[config.mk]
export PLATFORM = sky130hd
export DESIGN_NAME = ravenoc_rx_depacketizer
export DESIGN_NICKNAME = d
export VERILOG_FILES = /design/src/rtl/ravenoc_pkg.sv /design/src/rtl/ravenoc_rx_depacketizer.sv
export SDC_FILE = /design/constraint.sdc
export NUM_CORES = 1
export LEC_CHECK = 0
export CAP_MARGIN = 10
export CORE_MARGIN = 1
export CORE_UTILIZATION = 51
export CTS_BUF_LIST = sky130_fd_sc_hd__clkbuf_4
export DETAILED_ROUTE_END_ITERATION = 10
export MAX_ROUTING_LAYER = met4
export PLACE_DENSITY = 0.83
export SLEW_MARGIN = 10
export SYNTH_ARGS = -nofsm -noshare
export SYNTH_HDL_FRONTEND = slang
export SYNTH_SLANG_ARGS = --single-unit
export TNS_END_PERCENT = 5
[constraint.sdc]
create_clock -name clk -period 2.44 [get_ports clk]
set_input_delay 0.488 -clock clk [delete_from_list [all_inputs] [get_ports clk]]
set_output_delay 0.488 -clock clk [all_outputs]
set_load 0.05 [all_outputs]
[src/rtl/ravenoc_pkg.sv]
// Shared RaveNoC definitions: flit types, head field positions and error codes.
package ravenoc_pkg;

    typedef enum logic [1:0] {
        HEAD = 2'b00,
        BODY = 2'b01,
        TAIL = 2'b10,
        RSVD = 2'b11
    } flit_type_t;

    localparam int HEAD_SRC_LSB = 24;
    localparam int HEAD_LEN_LSB = 16;

    typedef enum logic [1:0] {
        ERR_NONE  = 2'b00,
        ERR_TYPE  = 2'b01,
        ERR_LEN   = 2'b10,
        ERR_ABORT = 2'b11
    } err_code_t;

endpackage

[src/rtl/ravenoc_rx_depacketizer.sv]
// Ejection-FIFO depacketizer: turns head/body/tail flits back into a valid/ready
// payload stream with source ID and last marker, flagging sequencing/length errors.
//
// state   | meaning
// --------+---------------------------------------------------------------
// IDLE    | waiting for a head flit; anything else is popped and flagged
// PAYLOAD | delivering body/tail payload of the current packet
// DRAIN   | packet overran its length; discard flits until tail or head
module ravenoc_rx_depacketizer
    import ravenoc_pkg::*;
#(
    parameter int WIDTH = 34,
    parameter int LEN_W = 8,
    parameter int SRC_W = 8,
    parameter int CNT_W = 16
) (
    input  logic             clk,
    input  logic             arst,
    input  logic [WIDTH-1:0] fifo_data_i,
    input  logic             fifo_empty_i,
    output logic             fifo_read_o,
    output logic             m_valid_o,
    input  logic             m_ready_i,
    output logic [31:0]      m_data_o,
    output logic             m_last_o,
    output logic [SRC_W-1:0] m_src_o,
    output logic             err_o,
    output logic [1:0]       err_code_o,
    output logic [CNT_W-1:0] pkt_count_o
);

    typedef enum logic [1:0] {
        S_IDLE    = 2'b00,
        S_PAYLOAD = 2'b01,
        S_DRAIN   = 2'b10
    } state_t;

    localparam logic [LEN_W-1:0] LEN_ONE = 1;
    localparam logic [CNT_W-1:0] PKT_ONE = 1;

    state_t             state_q, state_d;
    logic [SRC_W-1:0]   src_q, src_d;
    logic [LEN_W-1:0]   len_q, len_d;
    logic [LEN_W-1:0]   cnt_q, cnt_d;

    logic               valid_q;
    logic [31:0]        data_q;
    logic               last_q;
    logic [SRC_W-1:0]   osrc_q;
    logic               err_q;
    logic [1:0]         code_q;
    logic [CNT_W-1:0]   pkt_cnt_q;

    flit_type_t         ftype;
    logic [SRC_W-1:0]   head_src;
    logic [LEN_W-1:0]   head_len;
    logic               at_end;
    logic               slot_free;
    logic               rd;
    logic               load;
    logic               last_d;
    logic               err_d;
    err_code_t          code_d;

    assign ftype     = flit_type_t'(fifo_data_i[WIDTH-1:WIDTH-2]);
    assign head_src  = fifo_data_i[HEAD_SRC_LSB +: SRC_W];
    assign head_len  = fifo_data_i[HEAD_LEN_LSB +: LEN_W];
    assign at_end    = (cnt_q == len_q - LEN_ONE);
    assign slot_free = !valid_q || m_ready_i;

    always_comb begin
        state_d = state_q;
        src_d   = src_q;
        len_d   = len_q;
        cnt_d   = cnt_q;
        rd      = 1'b0;
        load    = 1'b0;
        last_d  = 1'b0;
        err_d   = 1'b0;
        code_d  = ERR_NONE;
        case (state_q)
            S_IDLE: begin
                if (!fifo_empty_i) begin
                    rd = 1'b1;
                    if (ftype == HEAD) begin
                        if (head_len != '0) begin
                            src_d   = head_src;
                            len_d   = head_len;
                            cnt_d   = '0;
                            state_d = S_PAYLOAD;
                        end else begin
                            err_d  = 1'b1;
                            code_d = ERR_LEN;
                        end
                    end else begin
                        err_d  = 1'b1;
                        code_d = ERR_TYPE;
                    end
                end
            end
            S_PAYLOAD: begin
                if (!fifo_empty_i) begin
                    // A head is left in the FIFO so IDLE can start the new packet from it.
                    if (ftype == HEAD) begin
                        err_d   = 1'b1;
                        code_d  = ERR_ABORT;
                        state_d = S_IDLE;
                    end else if (slot_free) begin
                        rd = 1'b1;
                        if (ftype == RSVD) begin
                            err_d  = 1'b1;
                            code_d = ERR_TYPE;
                        end else begin
                            load   = 1'b1;
                            last_d = (ftype == TAIL) || at_end;
                            cnt_d  = cnt_q + LEN_ONE;
                            if (ftype == TAIL) begin
                                state_d = S_IDLE;
                                if (!at_end) begin
                                    err_d  = 1'b1;
                                    code_d = ERR_LEN;
                                end
                            end else if (at_end) begin
                                err_d   = 1'b1;
                                code_d  = ERR_LEN;
                                state_d = S_DRAIN;
                            end
                        end
                    end
                end
            end
            S_DRAIN: begin
                if (!fifo_empty_i) begin
                    if (ftype == HEAD) begin
                        state_d = S_IDLE;
                    end else begin
                        rd = 1'b1;
                        if (ftype == TAIL) state_d = S_IDLE;
                    end
                end
            end
            default: state_d = S_IDLE;
        endcase
    end

    always_ff @(posedge clk or negedge arst) begin
        if (!arst) begin
            state_q   <= S_IDLE;
            src_q     <= '0;
            len_q     <= '0;
            cnt_q     <= '0;
            valid_q   <= 1'b0;
            data_q    <= '0;
            last_q    <= 1'b0;
            osrc_q    <= '0;
            err_q     <= 1'b0;
            code_q    <= '0;
            pkt_cnt_q <= '0;
        end else begin
            state_q <= state_d;
            src_q   <= src_d;
            len_q   <= len_d;
            cnt_q   <= cnt_d;
            if (load) begin
                valid_q <= 1'b1;
                data_q  <= fifo_data_i[31:0];
                last_q  <= last_d;
                osrc_q  <= src_q;
            end else if (m_ready_i) begin
                valid_q <= 1'b0;
            end
            err_q  <= err_d;
            code_q <= code_d;
            if (valid_q && m_ready_i && last_q) pkt_cnt_q <= pkt_cnt_q + PKT_ONE;
        end
    end

    // The pop strobe is combinational, so it must be gated to stay quiet in reset.
    assign fifo_read_o = rd & arst;
    assign m_valid_o   = valid_q;
    assign m_data_o    = data_q;
    assign m_last_o    = last_q;
    assign m_src_o     = osrc_q;
    assign err_o       = err_q;
    assign err_code_o  = code_q;
    assign pkt_count_o = pkt_cnt_q;

endmodule

Yosys cells after proc, flatten, opt, wreduce, memory -nomap -nowiden
Cells that the tools add are included.

Flip-flop bits (word level): 87. Bits of input ports: 38. Output and inout bits: 62. Word-level logic and storage cells: 108.

Add/subtract/negate cells: 3. Eq/ne operators: 17. Muxes and demuxes: 62. Bitwise gates (word level): 2. Reduce and logical (&&, ||, !) cells: 13.

Operator list (number): 2-to-1 mux 8 bit (7); 2-to-1 mux 2 bit (22); 2-to-1 mux 1 bit (28); adder 16 x 1 -> 16 bit, second input constant (1); != test 2 bit, second input constant (8); one-hot mux 8 bit (2 select lines) (1); != test 3 bit, second input constant (3); AND reduction 9 bit (1); adder 8 x 1 -> 8 bit, second input constant (1); == test 8 bit (1); AND reduction 8 bit (1); nonzero test 8 bit (1); subtractor 8 x 1 -> 8 bit, second input constant (1); == test 2 bit, second input constant (3); one-hot mux 2 bit (3 select lines) (1); zero test 2 bit (2); != test 4 bit, second input constant (1); one-hot mux 2 bit (2 select lines) (1); AND reduction 4 bit (1); nonzero test 2 bit (2); one-hot mux 1 bit (3 select lines) (1); == test 2 x 1 -> 1 bit, second input constant (1); logical AND 1 bit (2); logical OR 1 bit (2); 4 further kinds (4).

Longest topological paths before layout
Depth after elaboration: 9. Depth in mapped cells: 8. Mapped depth without buffers: 8.

Worst setup path after synthesis
Ideal clock, no wire load.

Path kind: register to output. Start: reg valid_q (netlist: m_valid_o). End: out fifo_read_o. Data arrival time: 2.173 ns. Required time: 1.952 ns. Slack: -0.221 ns. Stages on the path, launching flop included: 5. Path buffers: 0. Path through: dfrtp_1 > nor2b_1 > nor3_1 > nor2_1 > nor3b_1.

Longest elaborated chain between the ends: 7.

Ends and longest elaborated chain: start: declaration (RTL line ravenoc_rx_depacketizer.sv:46) `logic valid_q;`; start signal: assignment (RTL line ravenoc_rx_depacketizer.sv:152) `valid_q <= 1'b0;`; start signal: assignment (RTL line ravenoc_rx_depacketizer.sv:165) `valid_q <= 1'b1;`; start signal: assignment (RTL line ravenoc_rx_depacketizer.sv:170) `valid_q <= 1'b0;`; zero test 1 bit (RTL line ravenoc_rx_depacketizer.sv:69) `assign slot_free = !valid_q || m_ready_i;`; logical OR 1 bit (RTL line ravenoc_rx_depacketizer.sv:69); 2-to-1 mux 1 bit (RTL line ravenoc_rx_depacketizer.sv:108) `end else if (slot_free) begin`; 2-to-1 mux 1 bit (RTL line ravenoc_rx_depacketizer.sv:104) `if (ftype == HEAD) begin`; 2-to-1 mux 1 bit (RTL line ravenoc_rx_depacketizer.sv:102) `if (!fifo_empty_i) begin`; one-hot mux 1 bit (3 select lines) (RTL line ravenoc_rx_depacketizer.sv:81) `case (state_q)`; AND 1 bit (RTL line ravenoc_rx_depacketizer.sv:179) `assign fifo_read_o = rd & arst;`; end: declaration (RTL line ravenoc_rx_depacketizer.sv:21) `output logic fifo_read_o,`.

Every way passes these cells.

Worst setup path in the final report
Start: in arst. End: out fifo_read_o.

Longest elaborated chain between the ends: 1.

Ends and longest elaborated chain: start: declaration (RTL line ravenoc_rx_depacketizer.sv:18) `input logic arst,`; AND 1 bit (RTL line ravenoc_rx_depacketizer.sv:179).

Every way passes these cells.

==> out/qor.csv <==
metric,value,unit
leakagePower,0.00245,µW
via_per_inst,5.21,
vdd_drop_max,0.881,mV
skew,0.0207,ns
setup_slack,0.147,ns
drive_gt1_frac,0.116,
grt_usage,0.259,
cts_setup_buffers,0,
switching_share,0.449,
maxCapViolCount,0,
num_rows,31,
grt_pass1_vias,3194,
fin_crit,2.29,ns
slew_headroom,0.642,
synth.distinct_cells,47,
power.density,1070,nW/µm²
cts_made_buffers,9,
hp-class,in -> async,
power_frac_clock,0.142,
end_kind,output pin,
worst_ep_required_time,1.95,ns
grt.overflow.total,0,
coreArea,7330,µm²
hold_violations,0,
p_seq_frac,0.385,
synth_warnings,0,
max_stage_delay,0.52,ns
timing.final.crit_share,0.940,
p_switching,2540,µW
insertion_delay,0.41,ns
synth_commonest_cells,"137 x nand2_1, 87 x dfrtp_1, 20 x xnor2_1",
max_freq,436,MHz
cts_tree,yes,
dp_cells,601,
start_kind,primary input,
ys_seq_area_frac,0.558,
rsz0062_at_grt,no,
path_depth,4,
synth-async-reset-ratio,1.00,
netlist_instances,398,
crit_path_top_delay_cell,dlygate4sd3_1,
clk_root_buffer_cell,clkbuf_4,
nNetsFinal,555,
worstSetupPathType,in -> out,
netlist_top_cells_area,"dfrtp_1 56%, nand2_1 13%, xnor2_1 4.5%, mux2_2 4.3%, xor2_1 2.2%",
boundaryPins,100,
cp_top_family,buffers and inverters,
synth_edf_count,0,
cp_cell_sequence,"dlygate4sd3_1, buf_4, nor3b_2, buf_12",
area_growth,35.6,%
first_pass_iters,4,
htreeDepth,3,
drc,0,
antenna_cells,0,
wl_per_cell,14.8,µm
reg2regPathDepth,8,
synthFlopType,dfrtp_1,
die_area,8000,µm²
post-synth-top-count-cell,nand2_1,
ctsLongestPathBuffers,2,
critPathArrivalTime,1.80,ns
drt-initial-drc-count,222,
ys_ff_latch,87,
setup_tns,0,ns
die_w,89.5,µm
finalMaxSlewViolations,0,
grt_pass1_wl,15.1,mm
outcome,finished clean,
combPwrFrac,0.474,
netlist_area,3900,µm²
antenna_left,0,
clock_sinks,87,
synth_top_area_frac,0.558,
syn_avg_cell_area,9.80,µm²
ff_latch_area,2180,µm²
p_int,3120,µW
gp_congestion,0.858,
tightestPinTransition,0.535,ns
antenna_found_initial,0,
grt_max_degree,44,
wl,9.13,mm
cts.clk_slew.worst_paths,0.14,ns
initial_core_util,0.532,
multi_input_area,1630,µm²
setup_violations,0,
fin_cells,616,
path_max_fanout,22,
timing.critical_path.buf_inv,3,
synth_top_area_cell,dfrtp_1,
dr_total_vias,3211,
syn_nets,439,
dp_hpwl,6.59,mm
die_height,89.5,µm
place_ws,-0.0851,ns
n_fill_cell,557,
io_buffers,99,
==> worst register-to-register path, delay by kind of cell (launching register included) <==
| family | cells | cell delay, ns |
|---|---|---|
| fa+ha+maj | 1 | 0.29 |
| flops | 1 | 0.49 |
| xor+xnor | 1 | 0.19 |
| buf+inv | 1 | 0.09 |
| compound gates | 2 | 0.51 |
| simple gates | 3 | 0.50 |
==> per-layer routing <==
layer	routed length, µm	global-route usage	vias up
met2	4480	0.400	111
met3	670	0.0748	6
met4	63	0.0664	0
li1	-	-	1550
met5	0	-	-
met1	3920	0.336	1544
==> cell usage in the layout (no fill, tap or decap), types with 9 or more instances in the layout <==
master | netlist | final
buf_4 | 0 | 21
clkbuf_4 | 0 | 10
clkdlybuf4s50_1 | 0 | 95
dfrtp_1 | 87 | 87
mux2_2 | 15 | 15
nand2_1 | 137 | 137
nand3_1 | 9 | 9
nand4_1 | 9 | 9
nor2_1 | 16 | 15
o21ai_0 | 12 | 12
xnor2_1 | 20 | 20
xor2_1 | 10 | 10
==> power by group through the flow <==
stage | Combinational [µW] | Clock [µW] | Sequential, µW
detailed placement | 2690 | 0 | 2190
floorplan | 619 | 0 | 3270
global placement | 2630 | 0 | 2180
finish | 2680 | 801 | 2180
CTS | 2700 | 828 | 2180
global route | 2850 | 883 | 2230
==> sequential cells by signal, indices dropped and copies added, names as in the netlist, 2 cells and up <==
name / flops
m_data_o: 32
src_q: 8
len_q: 8
state_q: 2
pkt_count_o: 16
err_code_o: 2
cnt_q: 8
m_src_o: 8
==> through the flow <==
stage                     instance area, µm²  hold WS [ns]  total power, µW   util
after global routing                    5290         0.485             5960  0.721
after floorplan                         3910         0.192             3890      -
after detailed placement                5140         0.397             4880  0.701
after global placement                  5140         0.394             4810  0.701
after CTS                               5280         0.472             5710  0.721
final                                   5290         0.477             5660  0.721
==> area by class of cell <==
type	count	share of cell area
inverters	5	0.00355
repair buffers	122	0.228
well taps	99	0.0234
flip-flops and latches	87	0.412
clock inverters	4	0.0109
clock buffers	10	0.0142
multi-input cells	289	0.309
==> worst paths after layout <==
check                          from      endpoint  slack [ns]
setup reg to reg           len_q[0]         err_o        0.29
hold / removal                 arst  m_data_o[20]        0.48
hold reg to reg            src_q[7]    m_src_o[7]        0.48
setup / recovery               arst   fifo_read_o        0.15
max in group asynchronous      arst  m_data_o[30]        1.20
min in group clk           src_q[7]    m_src_o[7]        0.48
==> cells by family (layout without fill, tap and decap cells) <==
family | Yosys count | count (layout) | share of synthesized area
muxes | 15 | 15 | 0.0433
buffers and inverters | 22 | 141 | 0.0253
and+or+nand+nor | 206 | 206 | 0.232
AOI/OAI and AO/OA | 35 | 35 | 0.0641
DFF | 87 | 87 | 0.558
xor gates and xnor gates | 30 | 30 | 0.0674
adders and majority gates | 3 | 3 | 0.00962
==> repair_timing <==
action / 4_1_cts / 5_1_grt
hold buffers: 1 / 0
endpoints found under the hold margin: 19 / 0
gates resized for setup: 0 / 2
setup endpoints to repair: 0 / 1
Note: power is estimated with default switching activity, not from simulation.
